===== config.mk =====
export PLATFORM = sky130hd
export DESIGN_NAME = dbus_timer_target
export DESIGN_NICKNAME = d
export VERILOG_FILES = /design/src/rtl/dbus_timer_target.sv
export SDC_FILE = /design/constraint.sdc
export NUM_CORES = 1
export LEC_CHECK = 0
export CAP_MARGIN = 0
export CORE_ASPECT_RATIO = 2
export CORE_MARGIN = 4
export CORE_UTILIZATION = 28
export CTS_CLUSTER_DIAMETER = 50
export DETAILED_ROUTE_END_ITERATION = 10
export SLEW_MARGIN = 15
export SYNTH_ARGS = -nofsm -noshare
export SYNTH_HDL_FRONTEND = slang
export SYNTH_SLANG_ARGS = --single-unit

===== constraint.sdc =====
create_clock -name clk_i -period 2.53 [get_ports clk_i]
set_input_delay 0.759 -clock clk_i [delete_from_list [all_inputs] [get_ports clk_i]]
set_output_delay 0.759 -clock clk_i [all_outputs]
set_load 0.005 [all_outputs]

===== src/rtl/dbus_timer_target.sv =====
// dbus_timer_target: bus-attached down-counting timer with a prescaler,
// auto-reload, and a maskable expiry interrupt.
//
// Ports:
//   clk_i, rst_i        clock, asynchronous active-low reset
//   bus_Addr_i          byte address; [15:4] decode, [3:1] register index
//   bus_Data_i          write data, byte lanes selected by bus_stb_i
//   bus_stb_i           byte strobes ([0] -> 7:0, [1] -> 15:8)
//   bus_rd_i, bus_wr_i  request lines, held by the master until rdy is seen
//   bus_Data_o          read data (zero outside the read response cycle)
//   bus_Data_e          per-bit enable for bus_Data_o
//   bus_rdy_o           one-cycle transfer-complete strobe
//   intr_o              EXP & IE
//   inta_i              interrupt acknowledge, clears EXP
//
// Register map (index = bus_Addr_i[3:1]):
//   0 CTRL {IE, AR, EN}  1 STATUS {EXP} (write 1 clears)
//   2 RELOAD  3 COUNT  4 PRESC  5..7 read 0, writes ignored
module dbus_timer_target #(
    parameter logic [15:0] BASE = 16'hFF00,
    parameter int unsigned WAIT = 1
) (
    input  logic        clk_i,
    input  logic        rst_i,
    input  logic [15:0] bus_Addr_i,
    input  logic [15:0] bus_Data_i,
    input  logic [1:0]  bus_stb_i,
    input  logic        bus_rd_i,
    input  logic        bus_wr_i,
    output logic [15:0] bus_Data_o,
    output logic [15:0] bus_Data_e,
    output logic        bus_rdy_o,
    output logic        intr_o,
    input  logic        inta_i
);

    localparam int unsigned DW  = 16;
    localparam int unsigned WCW = 4;
    localparam int unsigned IW  = 3;

    typedef enum logic [1:0] {S_IDLE, S_WAIT, S_RESP, S_HOLD} state_e;

    state_e           state_q, state_d;
    logic [WCW-1:0]   wcnt_q, wcnt_d;
    logic             rdy_q, rdy_d;
    logic [DW-1:0]    data_o_q, data_o_d;
    logic [DW-1:0]    data_e_q, data_e_d;

    logic [2:0]       ctrl_q, ctrl_d;      // {IE, AR, EN}
    logic             exp_q, exp_d;
    logic [DW-1:0]    reload_q, reload_d;
    logic [DW-1:0]    count_q, count_d;
    logic [DW-1:0]    presc_q, presc_d;
    logic [DW-1:0]    pcnt_q, pcnt_d;

    logic             hit, req, sel, is_rd, wr_commit;
    logic [IW-1:0]    idx;
    logic [DW-1:0]    rdata_c;
    logic             tick, expire;
    logic             unused_addr_lsb;

    // Address decode; rd+wr together is a write, never a read
    assign hit             = (bus_Addr_i[15:4] == BASE[15:4]);
    assign req             = bus_rd_i | bus_wr_i;
    assign sel             = hit & req;
    assign is_rd           = bus_rd_i & ~bus_wr_i;
    assign idx             = bus_Addr_i[3:1];
    assign unused_addr_lsb = bus_Addr_i[0];

    // Writes take effect on the edge that ends the response cycle
    assign wr_commit = (state_q == S_RESP) && bus_wr_i && hit;

    function automatic logic [DW-1:0] merge_bytes(input logic [DW-1:0] old_v,
                                                  input logic [DW-1:0] new_v,
                                                  input logic [1:0]    stb);
        merge_bytes = old_v;
        if (stb[0]) merge_bytes[7:0]  = new_v[7:0];
        if (stb[1]) merge_bytes[15:8] = new_v[15:8];
    endfunction

    // Read mux
    always_comb begin
        rdata_c = '0;
        case (idx)
            3'd0:    rdata_c = {13'b0, ctrl_q};
            3'd1:    rdata_c = {15'b0, exp_q};
            3'd2:    rdata_c = reload_q;
            3'd3:    rdata_c = count_q;
            3'd4:    rdata_c = presc_q;
            default: rdata_c = '0;
        endcase
    end

    // Bus FSM state register
    always_ff @(posedge clk_i or negedge rst_i) begin
        if (!rst_i) begin
            state_q <= S_IDLE;
            wcnt_q  <= '0;
        end else begin
            state_q <= state_d;
            wcnt_q  <= wcnt_d;
        end
    end

    // Bus FSM next state; WAIT stays WAIT cycles, dropping the request aborts
    always_comb begin
        state_d = state_q;
        wcnt_d  = wcnt_q;
        case (state_q)
            S_IDLE: begin
                if (sel) begin
                    wcnt_d  = WCW'(WAIT);
                    state_d = (WAIT == 0) ? S_RESP : S_WAIT;
                end
            end
            S_WAIT: begin
                if (!req) begin
                    state_d = S_IDLE;
                end else begin
                    wcnt_d = wcnt_q - WCW'(1);
                    if (wcnt_q == WCW'(1)) state_d = S_RESP;
                end
            end
            S_RESP:  state_d = S_HOLD;
            S_HOLD:  if (!req) state_d = S_IDLE;
            default: state_d = S_IDLE;
        endcase
    end

    // Bus outputs, registered so they are valid exactly during RESP
    always_comb begin
        rdy_d    = 1'b0;
        data_o_d = '0;
        data_e_d = '0;
        if (state_d == S_RESP) begin
            rdy_d = 1'b1;
            if (is_rd) begin
                data_o_d = rdata_c;
                data_e_d = '1;
            end
        end
    end

    // Timer next state; bus writes are applied after the tick so they win
    always_comb begin
        ctrl_d   = ctrl_q;
        exp_d    = exp_q;
        reload_d = reload_q;
        count_d  = count_q;
        presc_d  = presc_q;
        pcnt_d   = pcnt_q;

        tick   = ctrl_q[0] && (pcnt_q == '0);
        expire = tick && (count_q == '0);

        if (ctrl_q[0]) pcnt_d = tick ? presc_q : pcnt_q - DW'(1);

        if (tick) begin
            if (count_q != '0) begin
                count_d = count_q - DW'(1);
            end else if (ctrl_q[1]) begin
                count_d = reload_q;
            end else begin
                count_d   = '0;
                ctrl_d[0] = 1'b0;
            end
        end

        if (wr_commit) begin
            case (idx)
                3'd0:    if (bus_stb_i[0]) ctrl_d = bus_Data_i[2:0];
                3'd2:    reload_d = merge_bytes(reload_q, bus_Data_i, bus_stb_i);
                3'd3:    count_d  = merge_bytes(count_q, bus_Data_i, bus_stb_i);
                3'd4:    presc_d  = merge_bytes(presc_q, bus_Data_i, bus_stb_i);
                default: ;
            endcase
            // Restart the prescaler from the (possibly new) PRESC value
            if (idx == IW'(0) || idx == IW'(4)) pcnt_d = presc_d;
        end

        if (inta_i || (wr_commit && idx == IW'(1) && bus_stb_i[0] && bus_Data_i[0]))
            exp_d = 1'b0;
        if (expire) exp_d = 1'b1;
    end

    // Timer and output registers
    always_ff @(posedge clk_i or negedge rst_i) begin
        if (!rst_i) begin
            ctrl_q   <= '0;
            exp_q    <= 1'b0;
            reload_q <= '0;
            count_q  <= '0;
            presc_q  <= '0;
            pcnt_q   <= '0;
            rdy_q    <= 1'b0;
            data_o_q <= '0;
            data_e_q <= '0;
        end else begin
            ctrl_q   <= ctrl_d;
            exp_q    <= exp_d;
            reload_q <= reload_d;
            count_q  <= count_d;
            presc_q  <= presc_d;
            pcnt_q   <= pcnt_d;
            rdy_q    <= rdy_d;
            data_o_q <= data_o_d;
            data_e_q <= data_e_d;
        end
    end

    assign bus_rdy_o  = rdy_q;
    assign bus_Data_o = data_o_q;
    assign bus_Data_e = data_e_q;
    assign intr_o     = exp_q & ctrl_q[2];

endmodule


== Word-level counts from Yosys, hierarchy flattened ==
Index checks and enable logic that the tools add are counted.

* Output and inout bits: 34
* Bits of input ports: 39
* Logic and storage cells: 92
* Bits in registers: 107

* Bitwise logic cells: 5
* Equality and inequality tests: 14
* Muxes and demuxes: 36
* Add/sub/neg operators: 3
* Reduce and logical (&&, ||, !) cells: 20

{| class="wikitable"
|+ Operators by type and width
! cell !! number
|-
| $mux 16 || 14
|-
| $pmux 16 s5 || 1
|-
| $logic_not 16->1 || 2
|-
| $mux 8 || 4
|-
| $sub 16x1->16 const B || 2
|-
| $reduce_bool 16->1 || 1
|-
| $eq 12x12->1 const B || 1
|-
| $reduce_and 3->1 || 4
|-
| $mux 1 || 9
|-
| $mux 2 || 4
|-
| $mux 4 || 2
|-
| $pmux 2 s4 || 1
|-
| $pmux 4 s2 || 1
|-
| $logic_and 1x1->1 || 7
|-
| $eq 2x2->1 const B || 3
|-
| $eq 3x2->1 const B || 2
|-
| $ne 3x3->1 const B || 2
|-
| $eq 4x1->1 const B || 1
|-
| $ne 2x2->1 const B || 2
|-
| $reduce_bool 2->1 || 2
|-
| $sub 4x1->4 const B || 1
|-
| $and 1x1->1 || 3
|-
| $eq 3x1->1 const B || 1
|-
| $eq 3x3->1 const B || 1
|-
| 6 further kinds || 7
|}

== Longest topological paths before layout ==
* Depth in word-level cells: 9
* Gate-level depth with buffers: 8
* Mapped depth without buffers: 7

== Least setup slack after synthesis ==
OpenSTA, ideal clock, no wires.

* Kind: input -> register
* Start: in bus_Addr_i[5]
* End: reg pcnt_q[3]
* Required time: 2.406 ns
* Path slack: -0.261 ns
* Arrival: 2.667 ns
* Library setup time: 0.124 ns
* Cell stages on the path: 7
* Buffers on the path: 2
* Cell sequence: or4b_1 buf_2 or4_4 nor3_2 buf_4 mux2i_1 a211o_1

* Cells in the longest elaborated chain, start to end: 3

{| class="wikitable"
|+ Ends and longest elaborated chain
! what !! RTL line !! text
|-
| from (decl) || 25 || <nowiki>input logic [15:0] bus_Addr_i,</nowiki>
|-
| $eq 12x12->1 || 63 || <nowiki>assign hit = (bus_Addr_i[15:4] == BASE[15:4]);</nowiki>
|-
| $logic_and 1x1->1 || 71 || <nowiki>assign wr_commit = (state_q == S_RESP) && bus_wr_i && hit;</nowiki>
|-
| $mux 16 || 169 || <nowiki>if (wr_commit) begin</nowiki>
|-
| via pcnt_d[3] || 54 || <nowiki>logic [DW-1:0] pcnt_q, pcnt_d;</nowiki>
|-
| to (signal assigned) || 204 || <nowiki>pcnt_q <= pcnt_d;</nowiki>
|-
| to (decl) || 54 ||
|}

The timed path passes the listed nets, and every way through them passes these cells.
A chain may end at the register's enable or synchronous reset.

== Final worst setup path ==
* Start: in bus_Addr_i[4]
* End: reg pcnt_q[8]

Same word-level chain as after synthesis.

==> summary.txt <==
STA
  • Worst-Margin Slew: slightly above 0.7 ns
  • Max Slew Vio Count: 0
  • Hold_ws: 0.396 ns
  • Unrepaired setup endpoints after global routing: false
  • Post-layout min period: 2.44 ns
  • Final Hold Fails: 0
  • Final Setup Violations: 0
  • Fmax: 0.410 GHz
  • Period utilization: 0.963
  • Final Skew: 0.00802 ns
  • Fin worst setup slack: approximately 0.093 ns
  • Slew margin rel.: 0.515

Global route
  • Pin count of the biggest net entering global routing: 41
  • Met1 GRT Util: 0.157
  • Met3 GRT Util: 0.0170
  • GRT Total Usage: 0.165
  • GRT overflow: 0
  • Met2 usage: 0.324
  • Busiest grt layer: met2
  • Initial antenna violation count: 0
  • First-pass GRT wire length: ~28 mm
  • Vias in the first global route: 5,294

Route
  • Residual DRC: 0
  • Drt pass-1 iters: 7
  • Vias: 4,928
  • Post-DR wirelength/cell: 19.4 um
  • Routed vias/inst: 5.37
  • 1st-iter DRT viols: 226
  • Antenna Nets Post-Route: 0
  • DRT Wirelength: 17.7 mm

Placement
  • GP Congestion: 0.946
  • Final HPWL DP: 13.6 mm
  • I/O Buffers: 71
  • Cell Area, Placed: 6770 sq um
  • Worst slack, placed: -0.690 ns
  • Placed Cells: about 900

CTS
  • CTS Buffer Depth: 2
  • Clock transition at path regs: 0.07 ns
  • Deepest level of the CTS H-tree: 3
  • Cts bufs inserted: 9
  • Clock Sinks: slightly above 90
  • Latest clock arrival within the worst-skew pair: 0.35 ns
  • Root Driver: clkbuf_16
  • CTS tree: built

Finish
  • Fillers: 1,944
  • Finished layout cell area: 7270 sq um
  • Area growth syn-to-layout: 32.6%
  • Nets: 698
  • Layout cell share with drive strength beyond 1: 0.266
  • Final Instance Count excl. Fillers: 917
  • Register area: 2300 sq um
  • Antenna cell count: 0
  • Multi-input logic area: 3000 sq um

Flow run
  • Max-Cap Viols: 0

Pwr
  • Pwr dens: 486 nW/um^2
  • Pleak: 3.18 nW
  • Logic pwr share: 0.124
  • Clock share of power: 0.430
  • P_int: 2.62 mW
  • Total power: 3.53 mW
  • Reg power frac: 0.446
  • VDD IR max: 0.231 mV
  • Net Sw Power: 914 uW
  • Sw frac: 0.259

Synth
  • Synth unique cells: 57
  • Synth Cell Area: approximately 5500 sq um
  • Syn nets: 599
  • Post-synthesis sequential area ratio: 0.420
  • Primary FF master, synth: dfrtp_1
  • Top cells by area, synth: dfrtp_1 42%, mux2_2 11%, a21oi_1 3.4%
  • Share of the synthesized area in the top cell type: 0.420
  • Mean Syn Cell Area: between 9 and 10 sq um
  • Yosys top cell by area: dfrtp_1
  • Post-synth EDFFs: 0
  • Warnings, synthesis: 0
  • Yosys reg bits: 92
  • Async S/R FF share, synth: 1.00
  • Post-Syn Instances: around 550

Worst setup path
  • Worst Setup Path Type: input pin to register
  • CP Max Fanout: 5
  • Crit. End Element: register
  • R2r startpoint: pcnt_q[0]$_DFF_PN0_
  • Worst Path Required: approximately 2.8 ns
  • Arrival time at the worst endpoint: roughly 2.7 ns
  • Critical Path Start: bus_Addr_i[4]
  • Type of origin of the critical path: input pin

Worst hold path
  • Worst hold path type: input pin to asynchronous set/reset pin

Floorplan
  • # IOs: 73
  • Horiz. Die Dim: 107 um
  • Starting Density: 0.284
  • Die footprint: 22,000 sq um
  • Core footprint: 19,300 sq um
  • Rows: 72
  • Die Y: 206 um

Run status
  • Outcome: complete, no violations
[cells by family (layout without fill, tap and decap cells)]
kind of cell             Yosys count  after routing  share of synthesized area
multiplexers                      68             68                      0.138
XOR/XNOR                          13             13                     0.0208
flip-flops                        92             92                      0.420
buffers and inverters             64            168                     0.0562
AO/OA/AOI/OAI                    141            141                      0.179
AND/OR/NAND/NOR                  170            170                      0.171
adder cells (fa/ha/maj)            6              6                     0.0137
[synth_stat cells (15+ instances only)]
cell type,instances
mux2i_1,15
inv_1,15
nor2_1,40
a21oi_1,37
a22oi_1,16
dfrtp_1,92
buf_4,16
nand2_1,31
o21ai_0,22
clkbuf_1,27
mux2_2,52
[placed cells by master (no fill, tap or decap), drive strengths merged, types with 12 or more instances in the layout]
cell	n
a22oi	16
o21ai	22
nor4	14
nand3	12
nand2	31
clkdlybuf4s50	57
a21oi	37
dfrtp	92
nor2	40
mux2	52
nor3	15
mux2i	15
buf	71
inv	18
[state kept, by name, indices dropped and copies added (netlist names), 2 cells and up]
name / flops
bus_Data_o: 16
count_q: 16
pcnt_q: 16
presc_q: 16
reload_q: 16
wcnt_q: 4
ctrl_q: 3
state_q: 2
[worst max-delay path, stage by stage]
cell      delay (ns)
buf_6           0.09
or4b_4          0.54
or4_4           0.50
nor3_4          0.19
buf_6           0.17
buf_6           0.13
nor3_2          0.04
a221oi_1        0.24
[layer usage]
layer  vias to the layer above  wire [um]
li1                       2268          -
met1                      2440       6140
met2                       156      10000
met3                        64        505
met4                         0       1060
met5                         -          0
[power by group through the flow]
stage	clock (mW)	sequential, mW	combinational, mW
after floorplan	0	1.58	0.241
after global placement	0	1.60	0.422
after detailed placement	0	1.61	0.444
after CTS	1.55	1.58	0.445
after global routing	1.61	1.59	0.478
final	1.52	1.58	0.437
[worst paths after layout]
kind | to | slack (ns) | cells past startpoint
min in group clk_i | pcnt_q[4]$_DFF_PN0_ | 0.54 | 1
max in group asynchronous | reload_q[6]$_DFFE_PN0P_ | 1.45 | 2
max reg2reg | pcnt_q[1]$_DFF_PN0_ | 0.32 | 9
min reg2reg | pcnt_q[4]$_DFF_PN0_ | 0.54 | 1
min | state_q[1]$_DFF_PN0_ | 0.40 | 1
max | pcnt_q[8]$_DFF_PN0_ | 0.09 | 8
[metrics by stage]
step | utilization | TNS [ns]
after floorplan | - | -1.66
after global placement | 0.351 | -30.68
after detailed placement | 0.351 | -30.73
after CTS | 0.374 | -0.00484
after global routing | 0.377 | 0
final | 0.377 | 0
[cell type report]
| class | count | share of cell area |
|---|---|---|
| clock inverters | 7 | 0.0146 |
| inverters | 15 | 0.00775 |
| flip-flops and latches | 92 | 0.317 |
| repair buffers | 137 | 0.173 |
| well taps | 259 | 0.0446 |
| multi-input cells | 398 | 0.412 |
| clock buffers | 9 | 0.0310 |
[what timing repair did]
item	CTS	global route
hold buffers	0	0
endpoints found under the hold margin	0	0
buffers inserted	3	0
pin swaps	9	7
cloned	1	0
resized for setup	33	18
endpoints found under the setup margin	45	23
Power figures use the tool's default switching activity.
